<file path="src/rtl/music_pkg.sv">
`default_nettype none
// ============================================================================
// Module   : music_pkg
// Brief    : Shared widths and constants for the music playback datapath.
// Revision : 1.0 - initial release
// ============================================================================
package music_pkg;
    localparam int NOTE_W          = 6;
    localparam int DUR_W           = 7;
    localparam int DEF_NUM_VOICES  = 3;
    localparam logic [NOTE_W-1:0] REST_NOTE = '0;
endpackage
`default_nettype wire

</file>
<file path="src/rtl/voice_scheduler_if.sv">
`default_nettype none
// ============================================================================
// Module   : voice_scheduler_if
// Brief    : Note-event / beat inputs and note-player bank outputs.
// Revision : 1.0 - initial release
// ============================================================================
interface voice_scheduler_if #(
    parameter int NUM_VOICES = music_pkg::DEF_NUM_VOICES,
    parameter int NOTE_W     = music_pkg::NOTE_W,
    parameter int DUR_W      = music_pkg::DUR_W
);
    localparam int CNT_W = $clog2(NUM_VOICES + 1);

    logic                         play;
    logic                         flush;
    logic                         new_note;
    logic [NOTE_W-1:0]            note;
    logic [DUR_W-1:0]             duration;
    logic                         new_beat;
    logic [NUM_VOICES*NOTE_W-1:0] voice_note;
    logic [NUM_VOICES-1:0]        voice_active;
    logic [NUM_VOICES-1:0]        voice_load;
    logic                         steal;
    logic [CNT_W-1:0]             active_count;

    modport master (
        output play, flush, new_note, note, duration, new_beat,
        input  voice_note, voice_active, voice_load, steal, active_count
    );

    modport slave (
        input  play, flush, new_note, note, duration, new_beat,
        output voice_note, voice_active, voice_load, steal, active_count
    );
endinterface
`default_nettype wire

</file>
<file path="src/rtl/voice_slot.sv">
`default_nettype none
// ============================================================================
// Module   : voice_slot
// Brief    : One note-player slot: note register plus beat countdown.
// Revision : 1.0 - initial release
// ============================================================================
module voice_slot
    import music_pkg::*;
#(
    parameter int SLOT_NOTE_W = music_pkg::NOTE_W,
    parameter int SLOT_DUR_W  = music_pkg::DUR_W
) (
    input  wire logic                   clk,
    input  wire logic                   rst_n,
    input  wire logic                   clear,
    input  wire logic                   load,
    input  wire logic                   beat,
    input  wire logic [SLOT_NOTE_W-1:0] load_note,
    input  wire logic [SLOT_DUR_W-1:0]  load_dur,
    output logic [SLOT_NOTE_W-1:0]      note,
    output logic                        active,
    output logic [SLOT_DUR_W-1:0]       post_rem
);
    logic [SLOT_NOTE_W-1:0] r_note;
    logic [SLOT_DUR_W-1:0]  r_remaining;
    logic                   r_active;

    // Remaining count after this edge's beat; the scheduler scans this value.
    always_comb begin
        post_rem = r_remaining;
        if (beat && (r_remaining != '0)) begin
            post_rem = r_remaining - SLOT_DUR_W'(1);
        end
    end

    always_ff @(posedge clk or negedge rst_n) begin
        if (!rst_n) begin
            r_note      <= SLOT_NOTE_W'(REST_NOTE);
            r_remaining <= '0;
            r_active    <= 1'b0;
        end else if (clear) begin
            r_note      <= SLOT_NOTE_W'(REST_NOTE);
            r_remaining <= '0;
            r_active    <= 1'b0;
        end else if (load) begin
            r_note      <= load_note;
            r_remaining <= load_dur;
            r_active    <= 1'b1;
        end else begin
            r_remaining <= post_rem;
            if (post_rem == '0) begin
                r_note   <= SLOT_NOTE_W'(REST_NOTE);
                r_active <= 1'b0;
            end
        end
    end

    assign note   = r_note;
    assign active = r_active;
endmodule
`default_nettype wire

</file>
<file path="src/rtl/voice_scheduler.sv">
`default_nettype none
// ============================================================================
// Module   : voice_scheduler
// Brief    : Polyphonic voice allocator with beat countdown and voice stealing.
// Revision : 1.0 - initial release
// ============================================================================
module voice_scheduler
    import music_pkg::*;
#(
    parameter int NUM_VOICES = music_pkg::DEF_NUM_VOICES,
    parameter int NOTE_W     = music_pkg::NOTE_W,
    parameter int DUR_W      = music_pkg::DUR_W
) (
    input  wire logic         clk,
    input  wire logic         rst_n,
    voice_scheduler_if.slave  bus
);
    localparam int IDX_W = (NUM_VOICES > 1) ? $clog2(NUM_VOICES) : 1;
    localparam int CNT_W = $clog2(NUM_VOICES + 1);

    logic                         w_beat;
    logic                         w_alloc;
    logic [DUR_W-1:0]             w_post_rem [NUM_VOICES];
    logic [NOTE_W-1:0]            w_note     [NUM_VOICES];
    logic [NUM_VOICES-1:0]        w_active;
    logic [NUM_VOICES-1:0]        w_load;
    logic [NUM_VOICES-1:0]        w_active_next;
    logic                         w_free_found;
    logic [IDX_W-1:0]             w_free_idx;
    logic [IDX_W-1:0]             w_min_idx;
    logic [DUR_W-1:0]             w_min_val;
    logic [IDX_W-1:0]             w_target;
    logic [CNT_W-1:0]             w_count_next;
    logic [NUM_VOICES*NOTE_W-1:0] w_note_flat;

    logic [NUM_VOICES-1:0]        r_voice_load;
    logic                         r_steal;
    logic [CNT_W-1:0]             r_active_count;

    // Flush wins the edge, so events and beats arriving with it are dropped.
    assign w_beat  = bus.play && bus.new_beat && !bus.flush;
    assign w_alloc = bus.play && bus.new_note && !bus.flush &&
                     (bus.note != NOTE_W'(REST_NOTE)) && (bus.duration != '0);

    always_comb begin
        w_free_found = 1'b0;
        w_free_idx   = '0;
        w_min_idx    = '0;
        w_min_val    = w_post_rem[0];
        for (int i = 0; i < NUM_VOICES; i++) begin
            if (!w_free_found && (w_post_rem[i] == '0)) begin
                w_free_found = 1'b1;
                w_free_idx   = IDX_W'(i);
            end
            // Strict less-than keeps the lowest index on ties.
            if (w_post_rem[i] < w_min_val) begin
                w_min_val = w_post_rem[i];
                w_min_idx = IDX_W'(i);
            end
        end
        w_target = w_free_found ? w_free_idx : w_min_idx;
        w_load   = '0;
        w_load[w_target] = w_alloc;
    end

    always_comb begin
        w_active_next = '0;
        w_count_next  = '0;
        w_note_flat   = '0;
        for (int i = 0; i < NUM_VOICES; i++) begin
            w_active_next[i] = !bus.flush && (w_load[i] || (w_post_rem[i] != '0));
            w_count_next     = w_count_next + CNT_W'(w_active_next[i]);
            w_note_flat[i*NOTE_W +: NOTE_W] = w_note[i];
        end
    end

    generate
        for (genvar g = 0; g < NUM_VOICES; g++) begin : g_slot
            voice_slot #(
                .SLOT_NOTE_W (NOTE_W),
                .SLOT_DUR_W  (DUR_W)
            ) u_slot (
                .clk       (clk),
                .rst_n     (rst_n),
                .clear     (bus.flush),
                .load      (w_load[g]),
                .beat      (w_beat),
                .load_note (bus.note),
                .load_dur  (bus.duration),
                .note      (w_note[g]),
                .active    (w_active[g]),
                .post_rem  (w_post_rem[g])
            );
        end
    endgenerate

    always_ff @(posedge clk or negedge rst_n) begin
        if (!rst_n) begin
            r_voice_load   <= '0;
            r_steal        <= 1'b0;
            r_active_count <= '0;
        end else begin
            r_voice_load   <= w_load;
            r_steal        <= w_alloc && !w_free_found;
            r_active_count <= w_count_next;
        end
    end

    assign bus.voice_note   = w_note_flat;
    assign bus.voice_active = w_active;
    assign bus.voice_load   = r_voice_load;
    assign bus.steal        = r_steal;
    assign bus.active_count = r_active_count;
endmodule
`default_nettype wire

</file>
<file path="src/flat_wrapper.sv">
// flat-port wrapper written by rule: the top's interface ports become plain ports
module voice_scheduler_flat import music_pkg::*;
#(
    parameter int NUM_VOICES = music_pkg::DEF_NUM_VOICES,
    parameter int NOTE_W     = music_pkg::NOTE_W,
    parameter int DUR_W      = music_pkg::DUR_W
)
  (clk, rst_n, bus_play, bus_flush, bus_new_note, bus_note, bus_duration, bus_new_beat, bus_voice_note, bus_voice_active, bus_voice_load, bus_steal, bus_active_count);
  voice_scheduler_if #(.NUM_VOICES(NUM_VOICES), .NOTE_W(NOTE_W), .DUR_W(DUR_W)) bus_i ();
  input  wire logic clk;
  input  wire logic rst_n;
  input wire logic [$bits(bus_i.play)-1:0] bus_play;
  input wire logic [$bits(bus_i.flush)-1:0] bus_flush;
  input wire logic [$bits(bus_i.new_note)-1:0] bus_new_note;
  input wire logic [$bits(bus_i.note)-1:0] bus_note;
  input wire logic [$bits(bus_i.duration)-1:0] bus_duration;
  input wire logic [$bits(bus_i.new_beat)-1:0] bus_new_beat;
  output wire logic [$bits(bus_i.voice_note)-1:0] bus_voice_note;
  output wire logic [$bits(bus_i.voice_active)-1:0] bus_voice_active;
  output wire logic [$bits(bus_i.voice_load)-1:0] bus_voice_load;
  output wire logic [$bits(bus_i.steal)-1:0] bus_steal;
  output wire logic [$bits(bus_i.active_count)-1:0] bus_active_count;
  assign bus_i.play = bus_play;
  assign bus_i.flush = bus_flush;
  assign bus_i.new_note = bus_new_note;
  assign bus_i.note = bus_note;
  assign bus_i.duration = bus_duration;
  assign bus_i.new_beat = bus_new_beat;
  assign bus_voice_note = bus_i.voice_note;
  assign bus_voice_active = bus_i.voice_active;
  assign bus_voice_load = bus_i.voice_load;
  assign bus_steal = bus_i.steal;
  assign bus_active_count = bus_i.active_count;
  voice_scheduler #(.NUM_VOICES(NUM_VOICES), .NOTE_W(NOTE_W), .DUR_W(DUR_W)) u_core (.clk(clk), .rst_n(rst_n), .bus(bus_i));
endmodule
</file>
<file path="config.mk">
export PLATFORM = sky130hd
export DESIGN_NAME = voice_scheduler_flat
export DESIGN_NICKNAME = d
export VERILOG_FILES = /design/src/rtl/music_pkg.sv /design/src/rtl/voice_scheduler_if.sv /design/src/rtl/voice_slot.sv /design/src/rtl/voice_scheduler.sv /design/src/flat_wrapper.sv
export SDC_FILE = /design/constraint.sdc
export NUM_CORES = 1
export LEC_CHECK = 0
export ABC_AREA = 1
export CAP_MARGIN = 5
export CORE_MARGIN = 2
export CORE_UTILIZATION = 50
export DETAILED_ROUTE_END_ITERATION = 10
export DONT_BUFFER_PORTS = 1
export PLACE_DENSITY = 0.76
export SYNTH_ARGS = -nofsm -noshare
export SYNTH_HDL_FRONTEND = slang
export SYNTH_SLANG_ARGS = --single-unit
export TNS_END_PERCENT = 5
</file>
<file path="constraint.sdc">
create_clock -name clk -period 5.5 [get_ports clk]
set_clock_uncertainty 0.15 [all_clocks]
set_input_delay 0 -clock clk [delete_from_list [all_inputs] [get_ports clk]]
set_output_delay 0 -clock clk [all_outputs]
set_load 0.02 [all_outputs]
</file>
==> qor.json, run 1 <==
{
  "run_status": "complete, no violations",
  "average_wire_per_standard_cell_um": 14.21,
  "drtIter0Drc": 118,
  "crit_fanout": 23,
  "synthDominantAreaCellType": "dfrtp_1",
  "dr.pass1.iters": 5,
  "tightest_slew_ps": 460.2,
  "logic_depth_of_the_worst_register_to_register_path": 25,
  "rsz_0062_raised_after_global_routing": "false",
  "totalNegativeSetupSlack_ps": 0,
  "gpl.final_weighted_congestion": 0.9322,
  "antenna_violating_nets_post_route": 0,
  "netlist_top_cells_area": "dfrtp_1 (37%), nand2_1 (15%), nor2_1 (7.1%)",
  "clock_tree_from_tritoncts": "done",
  "timing.critical_path.cells": "dlygate4sd3_1 -> inv_2 -> nand3_4 -> inv_6 -> nand2_4 -> inv_4 -> nand3_1 -> xor2_1 -> ha_1 -> inv_1 -> nor3b_1 -> nand3_1 -> nand2_1 -> o21ai_0 -> ha_1 -> a21oi_1 -> nor2_1 -> a211oi_1 -> nand2_1 -> nand2_1 -> nand2_4 -> nand2_2 -> o21ai_0 -> fa_1",
  "grt_first_pass_wirelength_um": 12950,
  "predominant_post_synthesis_flop_cell": "dfrtp_1",
  "cts.reportedPaths.clkPinSlew_ps": 100,
  "fraction_of_final_layout_cells_sized_beyond_drive_strength_1": 0.09677,
  "critical_path_arrival_ps": 5000,
  "dieWidth_um": 84.43,
  "maxcap_violations": 0,
  "die_y_um": 84.43,
  "synth_sequential_area_ratio": 0.3714,
  "grt_max_degree": 49,
  "die-area_mm2": 0.007128,
  "mappedNetlistNets": 483,
  "antennaDiodeCount": 0,
  "cts_made_buffers": 5,
  "slew_viol_final": 0,
  "gr-total-overflow": 0,
  "cp_data_required_time_ps": 5540,
  "groute.usage.overall": 0.2251,
  "final.min_clock_period_ps": 4961,
  "rr_startpoint": "u_core.g_slot[0].u_slot.r_remaining[0]$_DFF_PN0_",
  "cts.path.max_buffers": 2,
  "ys_async_sr_fraction": 1.000,
  "worstSetupPathType": "primary input to register",
  "synth_warn": 0,
  "port_buffer_count": 0,
  "syn2layout_area_growth_pct": 11.45,
  "htree_num_levels": 2,
  "rrSetupSlack_ps": 550,
  "post-synth-top-count-cell": "nand2_1",
  "clock_tree.root_cell": "clkbuf_8",
  "core_area_mm2": 0.006314,
  "clock_sinks": 48,
  "post-route-period-util": 0.9020,
  "top_level_ports": 46,
  "drt_wl_total_um": 7702,
  "yosys-top-cells-count": "nand2_1 (125), nor2_1 (61), inv_1 (50)",
  "initial_core_util": 0.5123,
  "worst_path_largest_cell_delay_ps": 610,
  "route.vias.total": 2820,
  "final-hold-violation-count": 0,
  "type_of_element_launching_the_critical_path": "primary input",
  "routed_via_density": 5.203,
  "crit_path_max_delay_cell_type": "dlygate4sd3_1",
  "worst_hold_path_type": "primary input to async pin",
  "insertion_delay_ps": 310,
  "max_freq_ghz": 0.2016,
  "timing.final.setup_violations": 0,
  "dpl.hpwl_um": 5766,
  "post_synth_instance_area_mm2": 0.003234,
  "antenna_found_initial": 0,
  "synthesis.area_per_instance_um2": 7.203,
  "final.fill_count": 605,
  "worst_reg2reg_path_endpoint": "u_core.bus.active_count[0]$_DFF_PN0_",
  "setup.worst_path.end": "u_core.bus.active_count[0]$_DFF_PN0_",
  "yosysTopAreaCellShare": 0.3714,
  "num-nets-final": 498,
  "yosys.cell_types.count": 38,
  "number_of_placement_rows": 29,
  "launching_element_of_the_worst_setup_path": "bus_flush",
  "synth.ff_latch_count": 48,
  "maxSlewHeadroom": 0.6920,
  "synth_enable_flop_cells": 0,
  "timing.critical_path.mode_cell": "nand2_1",
  "first_global_vias": 2785,
  "element_type_at_the_critical_path_end": "register",
  "synthesis.instances": 449,
  "drc": 0,
  "post-cts-setup-buffers": 0
}
-- critical path, delay by kind of cell --
| kind | cells | cell delay (ps) |
|---|---|---|
| and+or+nand+nor | 11 | 1640 |
| buffers and inverters | 5 | 1230 |
| adders and majority gates | 3 | 960 |
| AOI/OAI and AO/OA | 4 | 750 |
| xor gates and xnor gates | 1 | 370 |
-- flip-flops by register name, summed over array words and instances (netlist names) --
| signal | cells |
|---|---|
| u_core.g_slot.u_slot.note | 18 |
| u_core.bus.active_count | 2 |
| u_core.bus.steal | 1 |
| u_core.g_slot.u_slot.active | 3 |
| u_core.bus.voice_load | 3 |
| u_core.g_slot.u_slot.r_remaining | 21 |
-- cell type report --
cell class	count	area (µm²)	area share
flip-flops and latches	48	1201	0.3332
repair buffers	20	215.2	0.05970
multi-input cells	328	1718	0.4766
well taps	77	96.34	0.02673
inverters	61	236.5	0.06560
clock inverters	3	68.82	0.01909
clock buffers	5	68.82	0.01909
-- through the flow --
step	cells	util	instance area [µm²]	hold slack, ps	setup WS [ps]
global route	542	0.5709	3605	44.60	170.3
global placement	515	0.5163	3259	-444.9	779.2
detailed placement	515	0.5163	3259	-445.0	591.3
finish	542	0.5709	3605	31.04	539.3
floorplan	449	-	3234	-445.6	1198
CTS	542	0.5709	3605	30.78	566.1
-- worst min path at each step --
stage | endpoint | slack [ps] | from
floorplan | u_core.bus.active_count[0]$_DFF_PN0_ | -450 | rst_n
detailed placement | u_core.g_slot[2].u_slot.active$_DFFE_PN0P_ | -450 | rst_n
CTS | u_core.g_slot[2].u_slot.active$_DFFE_PN0P_ | 30 | rst_n
finish | u_core.g_slot[2].u_slot.note[1]$_DFFE_PN0P_ | 30 | rst_n
global route | u_core.g_slot[2].u_slot.active$_DFFE_PN0P_ | 40 | rst_n
global placement | u_core.g_slot[2].u_slot.active$_DFFE_PN0P_ | -440 | rst_n
-- logic make-up after synthesis --
kind of cell | synth area share
flops | 0.3714
buf+inv | 0.09748
compound gates | 0.06731
simple gates | 0.3718
fa+ha+maj | 0.06035
xor+xnor | 0.03173
-- layout by cell type, fill, tap and decap left out --
cell / synthesis / final
xor2_2: 1 / 1
xnor2_1: 1 / 1
nor2_4: 5 / 5
nor3_2: 1 / 1
inv_2: 9 / 9
bufinv_16: 0 / 2
o21bai_1: 1 / 1
nand4_1: 10 / 10
nand2_4: 3 / 3
inv_6: 1 / 2
inv_1: 50 / 50
nor4_1: 4 / 4
buf_16: 0 / 1
nor2_1: 61 / 61
ha_1: 14 / 14
o21ai_1: 19 / 19
o21ai_0: 16 / 16
dfrtp_1: 48 / 48
nand3_1: 32 / 32
inv_4: 1 / 1
a211oi_1: 1 / 1
nor2_2: 3 / 3
nor3b_1: 1 / 1
buf_4: 4 / 1
nand2_2: 5 / 5
xnor2_2: 1 / 1
a21oi_1: 4 / 4
nand2_1: 125 / 125
nand3_4: 2 / 2
nand3_2: 2 / 2
dlygate4sd3_1: 0 / 18
a21boi_0: 1 / 1
fa_1: 1 / 1
clkbuf_8: 0 / 5
nand3b_1: 2 / 2
and2_4: 1 / 1
xor2_1: 7 / 7
nor3_1: 4 / 4
-- repair_timing --
action,CTS,global route
hold buffers,19,0
gates resized for setup,0,0
hold endpoints to repair,92,0
-- per-layer routing --
metal / vias up / GRT usage / wire [µm]
met4: 0 / 0.08658 / 213
met5: - / 0 / 0
met2: 66 / 0.3975 / 3870
met3: 16 / 0.03638 / 353
met1: 1296 / 0.2763 / 3264
li1: 1442 / - / -
Power of run 1 is not shown: default switching activity piles up to over one toggle a cycle in this logic, so the estimate is an artifact.
==> run 2: changes to the inputs <==
--- a/config.mk
+++ b/config.mk
@@ -11,8 +11,10 @@
 export CORE_UTILIZATION = 50
 export DETAILED_ROUTE_END_ITERATION = 10
 export DONT_BUFFER_PORTS = 1
+export HOLD_SLACK_MARGIN = 0.06
 export PLACE_DENSITY = 0.76
 export SYNTH_ARGS = -nofsm -noshare
 export SYNTH_HDL_FRONTEND = slang
+export SYNTH_HIERARCHICAL = 1
 export SYNTH_SLANG_ARGS = --single-unit
 export TNS_END_PERCENT = 5
==> run 2 against run 1 <==
Cell count grew 8.5%. Die area increased by 5.8%. Highest routed layer unchanged. Count of clock-buffer cells in the layout unchanged. Non-clock buffer count rose by 3. Setup slack gained 8.1 ps. Synthesized cell count up 7.1%. Sequential share of layout area shrank 1.9 points. Sequential cell count stayed put. Synthesized area increased by 6.1%. Wire length increased by 21%.
==> qor.json, run 2 <==
{
  "synth.ff_latch_count": {"value": 48, "change": "unchanged"},
  "dr.pass1.iters": {"value": 5, "change": "unchanged"},
  "clock_tree.root_cell": "clkbuf_8",
  "grt_first_pass_wirelength": {"value": 14690, "unit": "µm", "change": "+13%"},
  "max_freq": {"value": 0.2019, "unit": "GHz", "change": "+0.16%"},
  "mappedNetlistNets": {"value": 519, "change": "+7.5%"},
  "run_status": "complete, no violations",
  "footprint_of_the_multi_input_gates": {"value": 0.001921, "unit": "mm²", "change": "+12%"},
  "post-synth-top-count-cell": "nand2_1",
  "clock_tree_from_tritoncts": "done",
  "htree_num_levels": {"value": 2, "change": "unchanged"},
  "synth_sequential_area_ratio": {"value": 0.3501, "change": "-0.02126"},
  "final.fill_count": {"value": 591, "change": "-2.3%"},
  "worstSetupPathType": "register to register",
  "synth_enable_flop_cells": {"value": 0, "change": "unchanged"},
  "gpl.final_weighted_congestion": {"value": 0.9308, "change": "-0.15%"},
  "drt_wl_total": {"value": 9333, "unit": "µm", "change": "+21%"},
  "maxcap_violations": {"value": 0, "change": "unchanged"},
  "predominant_post_synthesis_flop_cell": "dfrtp_1",
  "yosys-top-cells-count": "nand2_1 (153), inv_1 (67), dfrtp_1 (48)",
  "cts.reportedPaths.clkPinSlew": {"value": 90, "unit": "ps", "change": "about the same"},
  "first_global_vias": {"value": 3116, "change": "+12%"},
  "number_of_placement_rows": {"value": 30, "change": "+3.4%"},
  "dieWidth": {"value": 86.84, "unit": "µm", "change": "+2.8%"},
  "grt_max_degree": {"value": 40, "change": "-18%"},
  "regMostFlops": "u_core/g_slot.u_slot/r_remaining",
  "dpl.hpwl": {"value": 6464, "unit": "µm", "change": "+12%"},
  "maxSlewHeadroom": {"value": 0.4188, "change": "-0.2732"},
  "clock_sinks": {"value": 48, "change": "unchanged"},
  "type_of_element_launching_the_critical_path": "register",
  "synth_warn": {"value": 6, "change": "+6"},
  "route.vias.total": {"value": 3225, "change": "+14%"},
  "totalNegativeSetupSlack": {"value": 0, "unit": "ps", "change": "unchanged"},
  "ys_async_sr_fraction": {"value": 1.000, "change": "unchanged"},
  "drtIter0Drc": {"value": 191, "change": "+62%"},
  "netlist_top_cells_area": "dfrtp_1 (35%), nand2_1 (17%), inv_1 (7.3%)",
  "yosys.cell_types.count": {"value": 31, "change": "-18%"},
  "cts.path.max_buffers": {"value": 2, "change": "unchanged"},
  "final.min_clock_period": {"value": 4953, "unit": "ps", "change": "-8.081 ps"},
  "port_buffer_count": {"value": 0, "change": "unchanged"},
  "slew_viol_final": {"value": 0, "change": "unchanged"},
  "worst_hold_path_type": "primary input to register",
  "synthDominantAreaCellType": "dfrtp_1",
  "die-area": {"value": 0.007540, "unit": "mm²", "change": "+5.8%"},
  "layout_commonest_cell": "nand2_1",
  "largest_register_ff_count": {"value": 21, "change": "unchanged"},
  "syn2layout_area_growth_pct": 11.60,
  "antenna_found_initial": {"value": 1, "change": "+1"},
  "postPlaceCellArea": {"value": 0.003505, "unit": "mm²", "change": "+7.5%"},
  "yosysTopAreaCellShare": {"value": 0.3501, "change": "-0.02126"},
  "worst_path_largest_cell_delay": {"value": 640, "unit": "ps", "change": "+30 ps"},
  "antenna_violating_nets_post_route": {"value": 0, "change": "unchanged"},
  "regArea": {"value": 0.001201, "unit": "mm²", "change": "unchanged"},
  "post-cts-setup-buffers": {"value": 0, "change": "unchanged"},
  "critical_path_arrival": {"value": 5040, "unit": "ps", "change": "+40 ps"},
  "fin_area": {"value": 0.003829, "unit": "mm²", "change": "+6.2%"},
  "num-nets-final": {"value": 545, "change": "+9.4%"},
  "average_wire_per_standard_cell": {"value": 15.87, "unit": "µm", "change": "+12%"},
  "worst_hold_slack": {"value": 107.2, "unit": "ps", "change": "+76.19 ps"},
  "drc": {"value": 0, "change": "unchanged"},
  "routed_via_density": {"value": 5.485, "change": "+5.4%"},
  "timing.final.setup_violations": {"value": 0, "change": "unchanged"},
  "groute.usage.overall": {"value": 0.2487, "change": "+0.02357"},
  "initial_core_util": {"value": 0.5106, "change": "-0.001673"},
  "element_type_at_the_critical_path_end": "register",
  "crit_fanout": {"value": 14, "change": "-39%"},
  "crit_path_max_delay_cell_type": "dlygate4sd3_1",
  "synthesis.area_per_instance": {"value": 7.133, "unit": "µm²", "change": "-0.98%"},
  "post-route-period-util": {"value": 0.9005, "change": "-0.001469"},
  "final-hold-violation-count": {"value": 0, "change": "unchanged"},
  "cp_data_required_time": {"value": 5590, "unit": "ps", "change": "+50 ps"},
  "synthesis.instances": {"value": 481, "change": "+7.1%"},
  "fraction_of_final_layout_cells_sized_beyond_drive_strength_1": {"value": 0.1440, "change": "+0.04721"},
  "top_level_ports": {"value": 46, "change": "unchanged"},
  "die_y": {"value": 86.84, "unit": "µm", "change": "+2.8%"},
  "insertion_delay": {"value": 300, "unit": "ps", "change": "about the same"},
  "post_synth_instance_area": {"value": 0.003431, "unit": "mm²", "change": "+6.1%"},
  "rsz_0062_raised_after_global_routing": "false",
  "timing.critical_path.mode_cell": "nand2_1",
  "gr-total-overflow": {"value": 0, "change": "unchanged"},
  "tightest_slew": {"value": 868.6, "unit": "ps", "change": "+408.4 ps"},
  "core_area": {"value": 0.006719, "unit": "mm²", "change": "+6.4%"},
  "final_cell_mix": "nand2_1 (153), inv_1 (67), dfrtp_1 (48), nand3_1 (44), nor2_1 (34)",
  "cts_made_buffers": {"value": 5, "change": "unchanged"}
}
[run 2: logic make-up after synthesis]
logic type	share of synthesized area
buffers and inverters	0.09081
XOR/XNOR	0.007660
AO/OA/AOI/OAI	0.08899
flip-flops	0.3501
adder cells (fa/ha/maj)	0.07148
AND/OR/NAND/NOR	0.3910
[run 2: metal layers]
metal / vias up / global-route usage / part of all wire / wire (µm)
li1: 1566 / - / - / -
met1: 1517 / 0.3005 / 0.41 / 3801
met2: 123 / 0.4344 / 0.50 / 4693
met3: 19 / 0.05905 / 0.063 / 590
met4: 0 / 0.08097 / 0.027 / 248
met5: - / 0 / 0 / 0
[run 2: what timing repair did]
action                                  in CTS  in global routing
endpoints found under the setup margin       0                  1
endpoints found under the hold margin       96                  0
hold buffers                                21                  0
resized for setup                            0                  1
[run 2: final cells by class]
class                      instances  area share
multi-input combinational        357      0.5016
timing repair buffer              23     0.06601
clock inverter                     2    0.003268
inverter                          72     0.07059
antenna                            1   0.0006536
clock buffer                       5     0.01797
sequential                        48      0.3137
tap                               80     0.02614
[run 2: critical path: cells and delay by family (launching register included)]
| kind | cells | cell delay [ps] |
|---|---|---|
| AO/OA/AOI/OAI | 3 | 530 |
| adder cells (fa/ha/maj) | 3 | 800 |
| buffers and inverters | 7 | 1190 |
| AND/OR/NAND/NOR | 17 | 1830 |
| flip-flops | 1 | 380 |
[run 2: worst paths after layout]
kind,start,endpoint,slack [ps],cells past startpoint
worst max-delay path,u_core/g_slot[0].u_slot/r_remaining[0]$_DFF_PN0_,u_core/g_slot[1].u_slot/note[4]$_DFFE_PN0P_,550,30
worst min-delay path,bus_flush,u_core/g_slot[0].u_slot/r_remaining[3]$_DFF_PN0_,110,4
worst max register to register,u_core/g_slot[0].u_slot/r_remaining[0]$_DFF_PN0_,u_core/g_slot[1].u_slot/note[4]$_DFFE_PN0P_,550,30
worst min register to register,u_core/g_slot[0].u_slot/active$_DFFE_PN0P_,u_core/g_slot[0].u_slot/active$_DFFE_PN0P_,500,2
max in group asynchronous,rst_n,u_core/g_slot[2].u_slot/r_remaining[5]$_DFF_PN0_,4260,4
min in group asynchronous,rst_n,u_core/g_slot[2].u_slot/r_remaining[3]$_DFF_PN0_,570,3
[run 2: through the flow]
step	setup WS (ps)	std cells	utilization
after floorplan	1218	481	-
after global placement	1048	559	0.5216
after detailed placement	913.9	559	0.5216
after CTS	493.8	587	0.5691
after global routing	270.3	587	0.5695
final	547.3	588	0.5698
Power of run 2 is left out for the same reason.
